<file path="src/rtl/sync_fifo_param.sv">
// Single-clock FIFO with configurable width/depth, almost-full/empty levels,
// and a choice of registered or first-word-fall-through read data.
//
// Ports:
//   clk, rst      rising-edge clock, synchronous active-high reset
//   data_in       write data, accepted on wr_en when not full
//   wr_en, rd_en  write / read requests
//   data_out      read data (registered on read, or live head in FWFT)
//   wr_ack        one cycle after an accepted write
//   overflow      one cycle after a write rejected because full
//   underflow     one cycle after a read rejected because empty
//   full, empty   occupancy is FIFO_DEPTH / zero
//   almostfull    count >= AF_LEVEL
//   almostempty   count <= AE_LEVEL
//   count         occupancy, 0..FIFO_DEPTH
module sync_fifo_param #(
  parameter int FIFO_WIDTH = 16,
  parameter int FIFO_DEPTH = 8,
  parameter int AF_LEVEL   = FIFO_DEPTH - 1,
  parameter int AE_LEVEL   = 1,
  parameter bit FWFT       = 1'b0
) (
  input  logic                          clk,
  input  logic                          rst,
  input  logic [FIFO_WIDTH-1:0]         data_in,
  input  logic                          wr_en,
  input  logic                          rd_en,
  output logic [FIFO_WIDTH-1:0]         data_out,
  output logic                          wr_ack,
  output logic                          overflow,
  output logic                          underflow,
  output logic                          full,
  output logic                          empty,
  output logic                          almostfull,
  output logic                          almostempty,
  output logic [$clog2(FIFO_DEPTH):0]   count
);

  localparam int AW = $clog2(FIFO_DEPTH);
  localparam int CW = AW + 1;

  localparam logic [CW-1:0] DEPTH_C = CW'(FIFO_DEPTH);
  localparam logic [CW-1:0] AF_C    = CW'(AF_LEVEL);
  localparam logic [CW-1:0] AE_C    = CW'(AE_LEVEL);

  if (FIFO_WIDTH < 1 || FIFO_DEPTH < 2 ||
      (FIFO_DEPTH & (FIFO_DEPTH - 1)) != 0 ||
      AE_LEVEL < 0 || AE_LEVEL >= AF_LEVEL ||
      AF_LEVEL > FIFO_DEPTH) begin : g_param_err
    $error("sync_fifo_param: illegal parameters");
  end

  logic [FIFO_WIDTH-1:0] mem_q [FIFO_DEPTH];

  logic [AW-1:0]         wr_ptr_q, wr_ptr_d;
  logic [AW-1:0]         rd_ptr_q, rd_ptr_d;
  logic [CW-1:0]         count_q, count_d;
  logic                  wr_ack_q, wr_ack_d;
  logic                  ovf_q, ovf_d;
  logic                  unf_q, unf_d;
  logic [FIFO_WIDTH-1:0] dout_q, dout_d;
  logic [FIFO_WIDTH-1:0] head;

  logic wr_ok;
  logic rd_ok;

  assign full        = (count_q == DEPTH_C);
  assign empty       = (count_q == '0);
  assign almostfull  = (count_q >= AF_C);
  assign almostempty = (count_q <= AE_C);

  assign wr_ok = wr_en & ~full;
  assign rd_ok = rd_en & ~empty;

  // Fall-through head reads as zero while nothing is stored.
  assign head = empty ? '0 : mem_q[rd_ptr_q];

  always_comb begin
    wr_ptr_d = wr_ptr_q;
    rd_ptr_d = rd_ptr_q;
    count_d  = count_q;
    dout_d   = dout_q;
    wr_ack_d = wr_ok;
    ovf_d    = wr_en & full;
    unf_d    = rd_en & empty;
    // Power-of-two depth: pointer wrap is natural overflow.
    if (wr_ok) wr_ptr_d = wr_ptr_q + AW'(1);
    if (rd_ok) rd_ptr_d = rd_ptr_q + AW'(1);
    unique case ({wr_ok, rd_ok})
      2'b10:   count_d = count_q + CW'(1);
      2'b01:   count_d = count_q - CW'(1);
      default: count_d = count_q;
    endcase
    if (!FWFT && rd_ok) dout_d = mem_q[rd_ptr_q];
  end

  always_ff @(posedge clk) begin
    if (rst) begin
      wr_ptr_q <= '0;
      rd_ptr_q <= '0;
      count_q  <= '0;
      dout_q   <= '0;
      wr_ack_q <= 1'b0;
      ovf_q    <= 1'b0;
      unf_q    <= 1'b0;
    end else begin
      wr_ptr_q <= wr_ptr_d;
      rd_ptr_q <= rd_ptr_d;
      count_q  <= count_d;
      dout_q   <= dout_d;
      wr_ack_q <= wr_ack_d;
      ovf_q    <= ovf_d;
      unf_q    <= unf_d;
    end
  end

  // Storage is never cleared; reset only blocks the write.
  always_ff @(posedge clk) begin
    if (!rst && wr_ok) mem_q[wr_ptr_q] <= data_in;
  end

  assign data_out  = FWFT ? head : dout_q;
  assign wr_ack    = wr_ack_q;
  assign overflow  = ovf_q;
  assign underflow = unf_q;
  assign count     = count_q;

endmodule

</file>
<file path="config.mk">
export PLATFORM = sky130hd
export DESIGN_NAME = sync_fifo_param
export DESIGN_NICKNAME = d
export VERILOG_FILES = /design/src/rtl/sync_fifo_param.sv
export SDC_FILE = /design/constraint.sdc
export NUM_CORES = 1
export LEC_CHECK = 0
export ABC_AREA = 1
export CORE_MARGIN = 5
export CORE_UTILIZATION = 56
export CTS_CLUSTER_DIAMETER = 30
export DETAILED_ROUTE_END_ITERATION = 10
export GPL_TIMING_DRIVEN = 0
export PLACE_DENSITY = 0.77
export SLEW_MARGIN = 40
export SYNTH_ARGS = -nofsm -noshare
export SYNTH_HDL_FRONTEND = slang
export SYNTH_SLANG_ARGS = --single-unit
</file>
<file path="constraint.sdc">
create_clock -name clk -period 2.7 [get_ports clk]
set_clock_uncertainty 0.05 [all_clocks]
set_input_delay 0.54 -clock clk [delete_from_list [all_inputs] [get_ports clk]]
set_output_delay 0.54 -clock clk [all_outputs]
set_load 0.03 [all_outputs]
</file>
### Word-level counts from Yosys, hierarchy flattened

Memories as Yosys holds them, arrays and structs flattened. A register that Yosys moved wholly into a read port is not among the register bits.
Index checks and enable logic that the tools add are counted.

| storage, ports and cells | value |
|---|---|
| word-level logic and storage cells | 29 |
| input port bits | 20 |
| memories kept | 1 |
| memory bits (writable) | 128 |
| register bits | 13 |
| output and inout port bits | 27 |
| bits in read-only memories | 0 |
| latch bits | 0 |

Memory list:

| name | words | width | rd ports | clocked after memory_dff | wr ports | RTL line | text |
|---|---|---|---|---|---|---|---|
| mem_q | 8 | 16 | 1 | 1 | 1 | 53 | `logic [FIFO_WIDTH-1:0] mem_q [FIFO_DEPTH];` |

| cells by class | value |
|---|---|
| add/sub/neg operators | 4 |
| reductions and logical operators | 4 |
| div/mod/pow operators | 0 |
| multiplexer cells | 3 |
| order comparisons | 2 |
| bitwise gates (word level) | 6 |
| equality and inequality tests | 3 |
| shifts and indexed selects | 0 |
| multipliers | 0 |

Operators with widths:

| cell | number |
|---|---|
| 4-bit case mux with 2 select lines | 1 |
| 3-bit by 1-bit adder with 3-bit output (second input constant) | 2 |
| 4-bit by 1-bit adder with 4-bit output (second input constant) | 1 |
| 1-bit AND | 4 |
| 4-bit == test (second input constant) | 1 |
| 4-bit by 3-bit >= comparator with 1-bit output (second input constant) | 1 |
| 4-bit by 1-bit <= comparator with 1-bit output (second input constant) | 1 |
| 4-bit zero test | 1 |
| 4-bit by 1-bit subtractor with 4-bit output (second input constant) | 1 |
| 2-bit by 1-bit == test with 1-bit output (second input constant) | 1 |
| 2-bit == test (second input constant) | 1 |
| 1-bit 2-to-1 mux | 2 |
| 1-bit inverter | 2 |
| 2-bit nonzero test | 1 |
| 1-bit logical AND | 1 |
| 1-bit zero test | 1 |

### Longest topological paths before layout

Gate-level depths: netlist of the first run.

| logic depth | value |
|---|---|
| depth in word-level cells | 6 |
| depth in mapped cells | 12 |
| gate-level depth less buffers | 11 |

### Worst setup path before layout of the first run

Ideal clock, no wire load.

| timing | value |
|---|---|
| path type | reg-to-reg |
| start point | reg count_q[1], in the netlist count[1] |
| end point | mem mem_q[4][0], enable pin |
| period minus slack after synthesis | 2.486 ns |
| stages on the path, launching flop included | 8 |
| required time | 2.262 ns |
| library setup time | 0.388 ns |
| slack | 0.214 ns |
| path buffers | 0 |
| arrival | 2.048 ns |
| path through | dfxtp_1 inv_1 ha_1 nand3_1 nand2_2 nor2_2 nand2_1 nor2_1 |

| between the ends | value |
|---|---|
| cells in the longest elaborated chain, start to end | 6 |

RTL lines:

| item | RTL line | text |
|---|---|---|
| from (decl) | 57 | `logic [CW-1:0] count_q, count_d;` |
| from (signal assigned) | 109 | `count_q <= count_d;` |
| 4-bit == test | 67 | `assign full = (count_q == DEPTH_C);` |
| 1-bit inverter | 72 | `assign wr_ok = wr_en & ~full;` |
| 1-bit AND | 72 |  |
| 1-bit logical AND | 119 | `if (!rst && wr_ok) mem_q[wr_ptr_q] <= data_in;` |
| 1-bit 2-to-1 mux | 119 |  |
| 1-bit 2-to-1 mux (implied by the code) | 119 |  |
| to (decl) | 53 |  |

No other way between the ends.

### Worst setup path after layout of the first run

| timing | value |
|---|---|
| start point | reg count_q[1], in the netlist count[1] |
| end point | out full |

| between the ends | value |
|---|---|
| cells in the longest elaborated chain, start to end | 1 |

RTL lines:

| item | RTL line | text |
|---|---|---|
| 4-bit == test | 67 |  |
| to (decl) | 32 | `output logic full,` |

No other way between the ends.

==> metrics.md, run 1 <==
| Metric | Value |
|---|---|
| Outcome | completed |
| Initial antenna violation count | 0 |
| Final std cells w/o fill | 882 |
| Die W | roughly 120 um |
| Total negative slack | 0 ns |
| Worst path arrival time | around 2.0 ns |
| DP Wirelength | 10.3 mm |
| Post-synth top area cell | edfxtp_1 |
| Router iterations before antenna repair | 6 |
| Synth top area share | 58.0% |
| Drt initial violations | between 600 and 700 |
| Unrepaired setup endpoints after global routing | false |
| N_diodes | 0 |
| CTS sink cnt | 157 |
| Hold Crit Class | flip-flop to flip-flop |
| Final-layout fill cell count | 825 |
| I/O Buffers | 46 |
| Setup violators final | 0 |
| CTS Buf Count | 17 |
| Min cycle time layout | approximately 2.6 ns |
| Leading cell type in the layout, fill and taps excluded | nand2_1 |
| WP data required | 2.11 ns |
| PwrDens | 917 nW/um^2 |
| Crit start category | flip-flop |
| Post-Syn Instances | 655 |
| Sequential element share of the synthesized area | 66.8% |
| Hold slack | about 0.42 ns |
| Layout cell share with drive strength beyond 1 | 11.1% |
| Synth cell types | 27 |
| DRC | 0 |
| Vias in the first global route | 5050 |
| Worst slew pin tran | between 0.7 and 0.8 ns |
| Placed cells | between 800 and 900 |
| Remaining global-route overflow | 0 |
| Overall routed net length | 17.0 mm |
| Leak | 3.33 nW |
| I/O pin count | 47 |
| Post-Syn Area | 6620 um^2 |
| Largest net degree at the start of global routing | 17 |
| Wire per inst | ~19 um |
| Global-route wire length before repair | 26.6 mm |
| Top Metal Used | met4 |
| Max clock buf depth | 2 |
| Gr usage total | roughly 25% |
| Yosys reg bits | 157 |
| Period Utilization, post-route | 95.4% |
| VDD IR max | 0.550 mV |
| Die area | around 14000 um^2 |
| Initial core utilization | 57.5% |
| Critical path capture point type | primary output |
| Metal2 WL | about 8.3 mm |
| Fmax | 388 MHz |
| DR WL met3 | 1.95 mm |
| Syn_area_per_cell | a little over 10 um^2 |
| Area Overhead vs Synth | 21.2% |
| Syn nets | 682 |
| Vias | 5031 |
| Vias/cell | ~5.7 |
| Final Util | 69.7% |
| WS Path Type | flip-flop to primary output |
| Clock tree from TritonCTS | done |
| GP Congestion | 0.880 |
| Post-layout nets | 753 |
| Hold Vio Cnt, Final | 0 |
| DIE HEIGHT | 119 um |
| Skew-Pair Late Insertion Delay | 0.42 ns |
| CTS Root Cell | clkbuf_16 |
| Core Footprint | 11500 um^2 |
| DRT antenna net count | 0 |
| Commonest cells after routing, fill and taps aside | 187 x nand2_1, 128 x edfxtp_1, 107 x inv_1, 97 x nand3_1, 45 x clkdlybuf4s50_1 |
| Synth area leaders | edfxtp_1 58%, nand2_1 11%, dfxtp_1 8.8% |
| Reg clk slew, reported paths | 0.06 ns |
| Slew Limit Fails | 0 |
| Synth warnings | 0 |
| Wl on met1 | just over 6 mm |
| Rows | 39 |
| Crit Path Max Fanout | 5 |
| Worst rel slew slack | between 50% and 60% |
| H-Tree Depth | 4 |
| Max_cap viols | 0 |
[metrics by stage]
stage / power (mW) / area (um^2) / setup slack (ns)
finish: 7.36 / 8030 / 0.125
global route: 7.64 / 8030 / 0.0388
CTS: 7.33 / 8020 / 0.0857
detailed placement: 4.92 / 7420 / 0.0771
global placement: 4.83 / 7260 / -0.580
floorplan: 4.16 / 6620 / 0.214
[cell families (layout without fill, tap and decap cells)]
logic type / Yosys count / in the layout / synth area share (%)
compound gates: 31 / 31 / 2.49
buf+inv: 145 / 229 / 9.13
fa+ha+maj: 7 / 7 / 1.32
flops: 157 / 157 / 66.8
simple gates: 314 / 314 / 20.1
xor+xnor: 1 / 1 / 0.132
[where the power goes]
group	switching [mW]	total [mW]	leakage (nW)	internal, mW
clock network	0.975	2.42	0.280	1.45
logic	1.40	2.08	1.65	0.688
registers	0.0901	2.85	1.39	2.76
[sequential cells by signal, summed over array words and instances, names as in the netlist]
name	flops
overflow	1
data_out	16
underflow	1
wr_ack	1
mem_q	128
rd_ptr_q	3
wr_ptr_q	3
count	4
[final timing paths]
check               startpoint  cells after the start  slack [ns]            to
setup / recovery      count[1]                      5        0.13          full
setup reg to reg      count[1]                     11        0.23      count[3]
hold reg to reg   data_out[13]                      2        0.42  data_out[13]
hold / removal    data_out[13]                      2        0.42  data_out[13]
[cells in the mapped netlist]
cell and instances:
nand2_1 187, edfxtp_1 128, inv_1 107, nand3_1 97
dfxtp_1 29, a21oi_1 22, buf_2 20, nor2_1 17
ha_1 7, inv_2 7, nor3_1 5, buf_4 3
buf_6 3, o21ai_1 3, a211oi_1 2, buf_1 2
clkbuf_1 2, nand2_2 2, nand4_1 2, nor3b_1 2
o21ai_0 2, clkinv_2 1, nand3_2 1, nor2_2 1
o21a_1 1, o21bai_1 1, xor2_1 1
[worst max-delay path: stages, from the launching register on]
cell and delay, ns:
dfxtp_1 0.35, inv_1 0.13, ha_1 0.20, nand3_1 0.13, inv_1 0.09, clkdlybuf4s50_1 0.66
[final cells by class]
class / instances / area (um^2) / area share, %
Sequential cell: 157 / 4420 / 55.1
Multi-Input combinational cell: 353 / 1650 / 20.6
Timing Repair Buffer: 52 / 566 / 7.05
Inverter: 115 / 433 / 5.39
Clock buffer: 17 / 425 / 5.30
Tap cell: 143 / 179 / 2.23
Clock inverter: 15 / 173 / 2.15
Buffer: 30 / 171 / 2.14
[what timing repair did]
action                                  CTS  global route
hold buffers                              0             0
endpoints found under the setup margin    0             1
gates resized for setup                   0             1
setup buffers                             0             0
[per-layer routing]
layer	GRT usage, %	up-vias
met5	0	-
met1	30.8	2334
met4	12.5	0
met3	5.49	69
met2	41.8	360
li1	-	2268
Note: power is estimated with default switching activity, not from simulation.
==> inputs of run 2 (changes only) <==
--- a/config.mk
+++ b/config.mk
@@ -7,11 +7,11 @@
 export LEC_CHECK = 0
 export ABC_AREA = 1
 export CORE_MARGIN = 5
-export CORE_UTILIZATION = 56
+export CORE_UTILIZATION = 35
 export CTS_CLUSTER_DIAMETER = 30
 export DETAILED_ROUTE_END_ITERATION = 10
 export GPL_TIMING_DRIVEN = 0
-export PLACE_DENSITY = 0.77
+export PLACE_DENSITY = 0.62
 export SLEW_MARGIN = 40
 export SYNTH_ARGS = -nofsm -noshare
 export SYNTH_HDL_FRONTEND = slang
==> constraint.sdc (replaced) <==
create_clock -name clk -period 2.8 [get_ports clk]
set_clock_uncertainty 0.05 [all_clocks]
set_input_delay 0.56 -clock clk [delete_from_list [all_inputs] [get_ports clk]]
set_output_delay 0.56 -clock clk [all_outputs]
set_load 0.03 [all_outputs]
==> metrics.md, run 2 (same netlist as run 1, synthesis figures left out) <==
| Metric | Value |
|---|---|
| DP Wirelength | 10.2 mm (was 10.3 mm) |
| Slew Limit Fails | 0 (unchanged) |
| Min cycle time layout | approximately 2.6 ns |
| I/O pin count | 47 (unchanged) |
| Drt initial violations | 322 (was 676) |
| Max reg flops | 128 (unchanged) |
| Crit-path max cell delay | 0.67 ns (was 0.66 ns) |
| DRT antenna net count | 0 (unchanged) |
| Post_cts resized | 0 (unchanged) |
| Period Utilization, post-route | 93.6% |
| CTS sink cnt | 157 (unchanged) |
| Largest net degree at the start of global routing | 17 (unchanged) |
| Remaining global-route overflow | 0 (unchanged) |
| Overall routed net length | 15.5 mm (was 17.0 mm) |
| Gr usage total | 14.7% (was 25.0%) |
| DIE HEIGHT | 148 um (was 119 um) |
| I/O Buffers | 46 (unchanged) |
| Hold path startpoint | data_out[6] (was data_out[13]) |
| WS Path Type | flip-flop to primary output (unchanged) |
| N_diodes | 0 (unchanged) |
| R2R Setup Slk | 0.37 ns (was 0.23 ns) |
| Hold Crit Class | flip-flop to flip-flop (unchanged) |
| Setup violators final | 0 (unchanged) |
| Max clock buf depth | 2 (unchanged) |
| Crit Path Max Fanout | 5 (unchanged) |
| Critical path's top delay family | buffers and inverters (unchanged) |
| Initial antenna violation count | 0 (unchanged) |
| Router iterations before antenna repair | 5 (was 6) |
| Slowest-stage cell, CP | clkdlybuf4s50_1 (unchanged) |
| CTS Root Cell | clkbuf_16 (unchanged) |
| Finished Cell Area | 8110 um^2 (was 8030 um^2) |
| Skew-Pair Late Insertion Delay | 0.43 ns (was 0.42 ns) |
| Area Overhead vs Synth | 22.4% (was 21.2%) |
| Commonest cells after routing, fill and taps aside | 187 x nand2_1, 128 x edfxtp_1, 107 x inv_1, 97 x nand3_1, 46 x clkdlybuf4s50_1 (was 187 x nand2_1, 128 x edfxtp_1, 107 x inv_1, 97 x nand3_1, 45 x clkdlybuf4s50_1) |
| Reg2reg start | count[1] (unchanged) |
| Most used cell, CP | inv_1 (unchanged) |
| Leading cell type in the layout, fill and taps excluded | nand2_1 (unchanged) |
| DRC | 0 (unchanged) |
| Vias/cell | 4.67 (was 5.70) |
| Wire per inst | 16.0 um (was 19.3 um) |
| Post-CTS Setup Bufs | 0 (unchanged) |
| CP Cell Sequence | inv_1, ha_1, nand3_1, inv_1, clkdlybuf4s50_1 (unchanged) |
| Worst rel slew slack | 56.5% (was 51.7%) |
| Final-layout fill cell count | 1730 (was 825) |
| Outcome | completed (unchanged) |
| Worst slew pin tran | 0.652 ns (was 0.725 ns) |
| Global-route wire length before repair | 23.9 mm (was 26.6 mm) |
| GP Congestion | 0.820 (was 0.880) |
| WP data required | 2.19 ns (was 2.11 ns) |
| Leak | 3.32 nW (was 3.33 nW) |
| Core Footprint | 18600 um^2 (was 11500 um^2) |
| Setup crit start | count[1] (unchanged) |
| Post-layout nets | 752 (was 753) |
| PwrDens | 864 nW/um^2 (was 917 nW/um^2) |
| H-Tree Depth | 4 (unchanged) |
| DP Area | 7510 um^2 (was 7420 um^2) |
| Max_cap viols | 0 (unchanged) |
| VDD IR max | 0.490 mV (was 0.550 mV) |
| Buf/Inv on CP | 3 (unchanged) |
| Reg with most FFs | mem_q (unchanged) |
| Crit start category | flip-flop (unchanged) |
| Reg clk slew, reported paths | 0.06 ns (about the same) |
| Worst path arrival time | 2.01 ns (was 1.98 ns) |
| Hold Vio Cnt, Final | 0 (unchanged) |
| Vias | 4539 (was 5031) |
| CTS Buf Count | 17 (unchanged) |
| Die area | 21800 um^2 (was 14100 um^2) |
| Clock tree from TritonCTS | done (unchanged) |
| Fmax | 382 MHz |
| Unrepaired setup endpoints after global routing | false (unchanged) |
| Die W | 148 um (was 119 um) |
| Critical path capture point type | primary output (unchanged) |
| Total power | 7.00 mW (was 7.36 mW) |
| Vias in the first global route | 4384 (was 5050) |
| Layout cell share with drive strength beyond 1 | 11.0% (was 11.1%) |
| CTS Hold Bufs | 0 (unchanged) |
| Rows | 50 (was 39) |
| Initial core utilization | 35.5% (was 57.5%) |
[run 2: cell count changes in the layout (fill, tap and decap cells not counted)]
cell	delta
inv_6	+1
dlymetal6s2s_1	-1
clkinv_2	+1
buf_16	-1
clkinvlp_4	-4
clkinv_4	+2
clkdlybuf4s50_1	+1
clkinv_1	-1
[run 2: final timing paths]
path / to / cells after the start
setup / recovery: full / 5
hold / removal: data_out[6] / 2
setup reg to reg: count[3] / 12
hold reg to reg: data_out[6] / 2
[run 2: layout make-up]
cell class | count | area, um^2 | share of cell area (%)
multi-input cells | 353 | 1650 | 20.4
flip-flops and latches | 157 | 4420 | 54.6
repair buffers | 51 | 536 | 6.61
plain buffers | 30 | 171 | 2.11
clock buffers | 17 | 425 | 5.25
clock inverters | 14 | 170 | 2.10
well taps | 234 | 293 | 3.61
inverters | 115 | 433 | 5.34
[run 2: metal layers]
layer | vias up | global-route usage (%) | share of wire, %
met4 | 0 | 6.57 | 3.2
met5 | - | 0 | 0
met3 | 35 | 4.45 | 5.5
met1 | 2119 | 19.1 | 46
li1 | 2260 | - | -
met2 | 125 | 22.7 | 46
[run 2: worst min-delay path, delay by kind of cell (launching register included)]
kind	cells	cell delay, ns
DFF	1	0.31
and+or+nand+nor	1	0.06
AOI/OAI and AO/OA	1	0.05
[run 2: through the flow]
step                      TNS, ns  setup WS (ns)  cells  util (%)  hold WS [ns]
after global routing            0         0.0425    971      43.5         0.439
after CTS                       0          0.166    971      43.5         0.416
after floorplan                 0          0.314    655         -         0.430
after detailed placement        0          0.187    940      40.3         0.406
after global placement     -59.49         -0.522    935      39.6         0.405
final                           0          0.179    971      43.5         0.415
[run 2: power breakdown]
part | switching, mW | total, mW | internal [mW]
Clock | 0.918 | 2.32 | 1.40
Sequential | 0.0809 | 2.74 | 2.66
Combinational | 1.28 | 1.94 | 0.659
Total | 2.28 | 7.00 | 4.72
==> variant, RTL diff (settings of run 2) <==
The parameter `FWFT` goes from 1'b0 to 1'b1.
--- a/src/rtl/sync_fifo_param.sv
+++ b/src/rtl/sync_fifo_param.sv
@@ -20,3 +20,3 @@
   parameter int AE_LEVEL   = 1,
-  parameter bit FWFT       = 1'b0
+  parameter bit FWFT       = 1'b1
 ) (
Behaviour: not the same (Yosys sat finds a counterexample within 4 cycles, from zero or initial values and one cycle with rst high).
==> variant against run 2 <==
  * Power hardly changed
  * Routed wire length is 5.5% lower
  * Setup slack got worse by 78 ps
  * Utilization rose by 0.46 points
  * Synthesized area shrank 2.6%
  * Sequential cell count decreased by 13
  * Sequential share of layout area down 2.0 points
  * Final area decreased by 2.3%
  * Largest power group unchanged
  * Highest routed layer unchanged
==> variant: results (changes against run 2) <==
Run status
  • Status: complete, no violations

Routing
  • DR WL met3: 690 um (-19%)
  • Routed WL per cell: 15.0 um (-6.4%)
  • Via count: 4361 (-3.9%)
  • DRT iter0 DRCs: 286 (-11%)
  • M1 wire length: 6410 um (-9.8%)
  • Met2 routed WL: 7260 um (+2.6%)

Setup path
  • Worst Setup EP: data_out[0]
  • CP peak stage delay: 420 ps (-250 ps)
  • Arr. time, crit path: 2090 ps (+80 ps)
  • R2R depth: 7 (-5)
  • Worst-path cell with the longest stage delay: dlygate4sd2_1
  • R2r endpoint: mem_q[7][4]
  • Max FO, Critical Path: 10 (+5)
  • R2R Setup Slk: 640 ps (+270 ps)

Timing
  • Slew @ Worst Pin: 686 ps (+34.6 ps)
  • Final period util: 0.964 (+0.0278)

Global route
  • First-pass GRT wire length: 23100 um (-3.5%)
  • GRT Util Overall: 0.141 (-0.00531)
  • Met2 Use GR: 0.239 (+0.0128)
  • Vias in the first global route: 4266 (-2.7%)
  • Met1 Use GR: 0.173 (-0.0176)
  • Met3 capacity usage during global routing: 0.0324 (-0.0121)

Pwr
  • Static leakage: 3.51 nW (+5.6%)
  • Switching Power: 0.00243 W (+6.5%)
  • Clk network pwr share: 0.319 (-0.012)
  • Peak supply drop: 0.000537 V (+9.4%)
  • P_comb: 0.00230 W (+19%)
  • Clock network power: 0.00223 W (-4%)

Yosys
  • Post-Synth XOR/XNOR Area: 0.00272 (+0.00139)
  • Adder-Cell Fraction of Synth Area: 0.0116 (-0.00158)
  • Number of distinct library cells after synthesis: 21 (-22%)
  • Synth Area in Compound Gates: 0.00970 (-0.0152)
  • Synth top cells by count: nand2_1 (181), inv_1 (142), edfxtp_1 (128)
  • Post-Syn Area per Cell: 9.67 um^2 (-4.4%)
  • Sequential area share after synthesis: 0.646 (-0.0223)
  • Top post-synthesis cells by area: edfxtp_1 (60%), nand2_1 (11%), inv_1 (8.3%), nand3_1 (6.4%), dfxtp_1 (5.0%)
  • Mux cell area share after synthesis: 0 (unchanged)
  • Synthesized Nets: 693 (+1.6%)
  • Post-synth EDFFs: 128 (unchanged)

Place
  • Final RePlAce weighted congestion: 0.747 (-9.0%)
  • Area after DPL: 7380 um^2 (-1.7%)
  • Final HPWL DP: 9710 um (-4.5%)
  • DP Worst Slack: -68.7 ps (-256 ps)
  • # placed instances: 948 (+0.85%)

Cells and area
  • Final net count: 764 (+1.6%)
  • Layout cells sized above 1: 0.112 (+0.00195)
  • Non-filler instance count after layout: 980 (+0.93%)

Hold path
  • Cell depth of the worst hold path: 2 (unchanged)
  • Worst hold start: rd_ptr_q[2]

CTS
  • Post-CTS resize count: 54 (+54)
[variant: cell count changes after synthesis, moves of 5 or more]
cell	run 2	this run
nor2_1	17	62
inv_1	107	142
a21oi_1	22	5
buf_2	20	6
nand3_1	97	83
dfxtp_1	29	16
buf_6	3	11
nand2_1	187	181
nor3_1	5	0
[variant: area by class of cell]
| class | count | area [um^2] |
|---|---|---|
| plain buffers | 25 | 206 |
| clock buffers | 19 | 433 |
| clock inverters | 13 | 144 |
| fillers | 1702 | 10100 |
| inverters | 146 | 549 |
| multi-input cells | 352 | 1600 |
| flip-flops and latches | 144 | 4170 |
| well taps | 229 | 287 |
| repair buffers | 52 | 542 |
[variant: critical path, delay by kind of cell, from the launching register on]
kind | cells | cell delay [ps]
adders and majority gates | 1 | 250
buffers and inverters | 3 | 710
DFF | 1 | 390
and+or+nand+nor | 3 | 300
[variant: through the flow]
stage               hold WS [ps]   util
finish                       444  0.439
global route                 485  0.439
CTS                          445  0.439
detailed placement           439  0.409
global placement             439  0.399
floorplan                    409      -
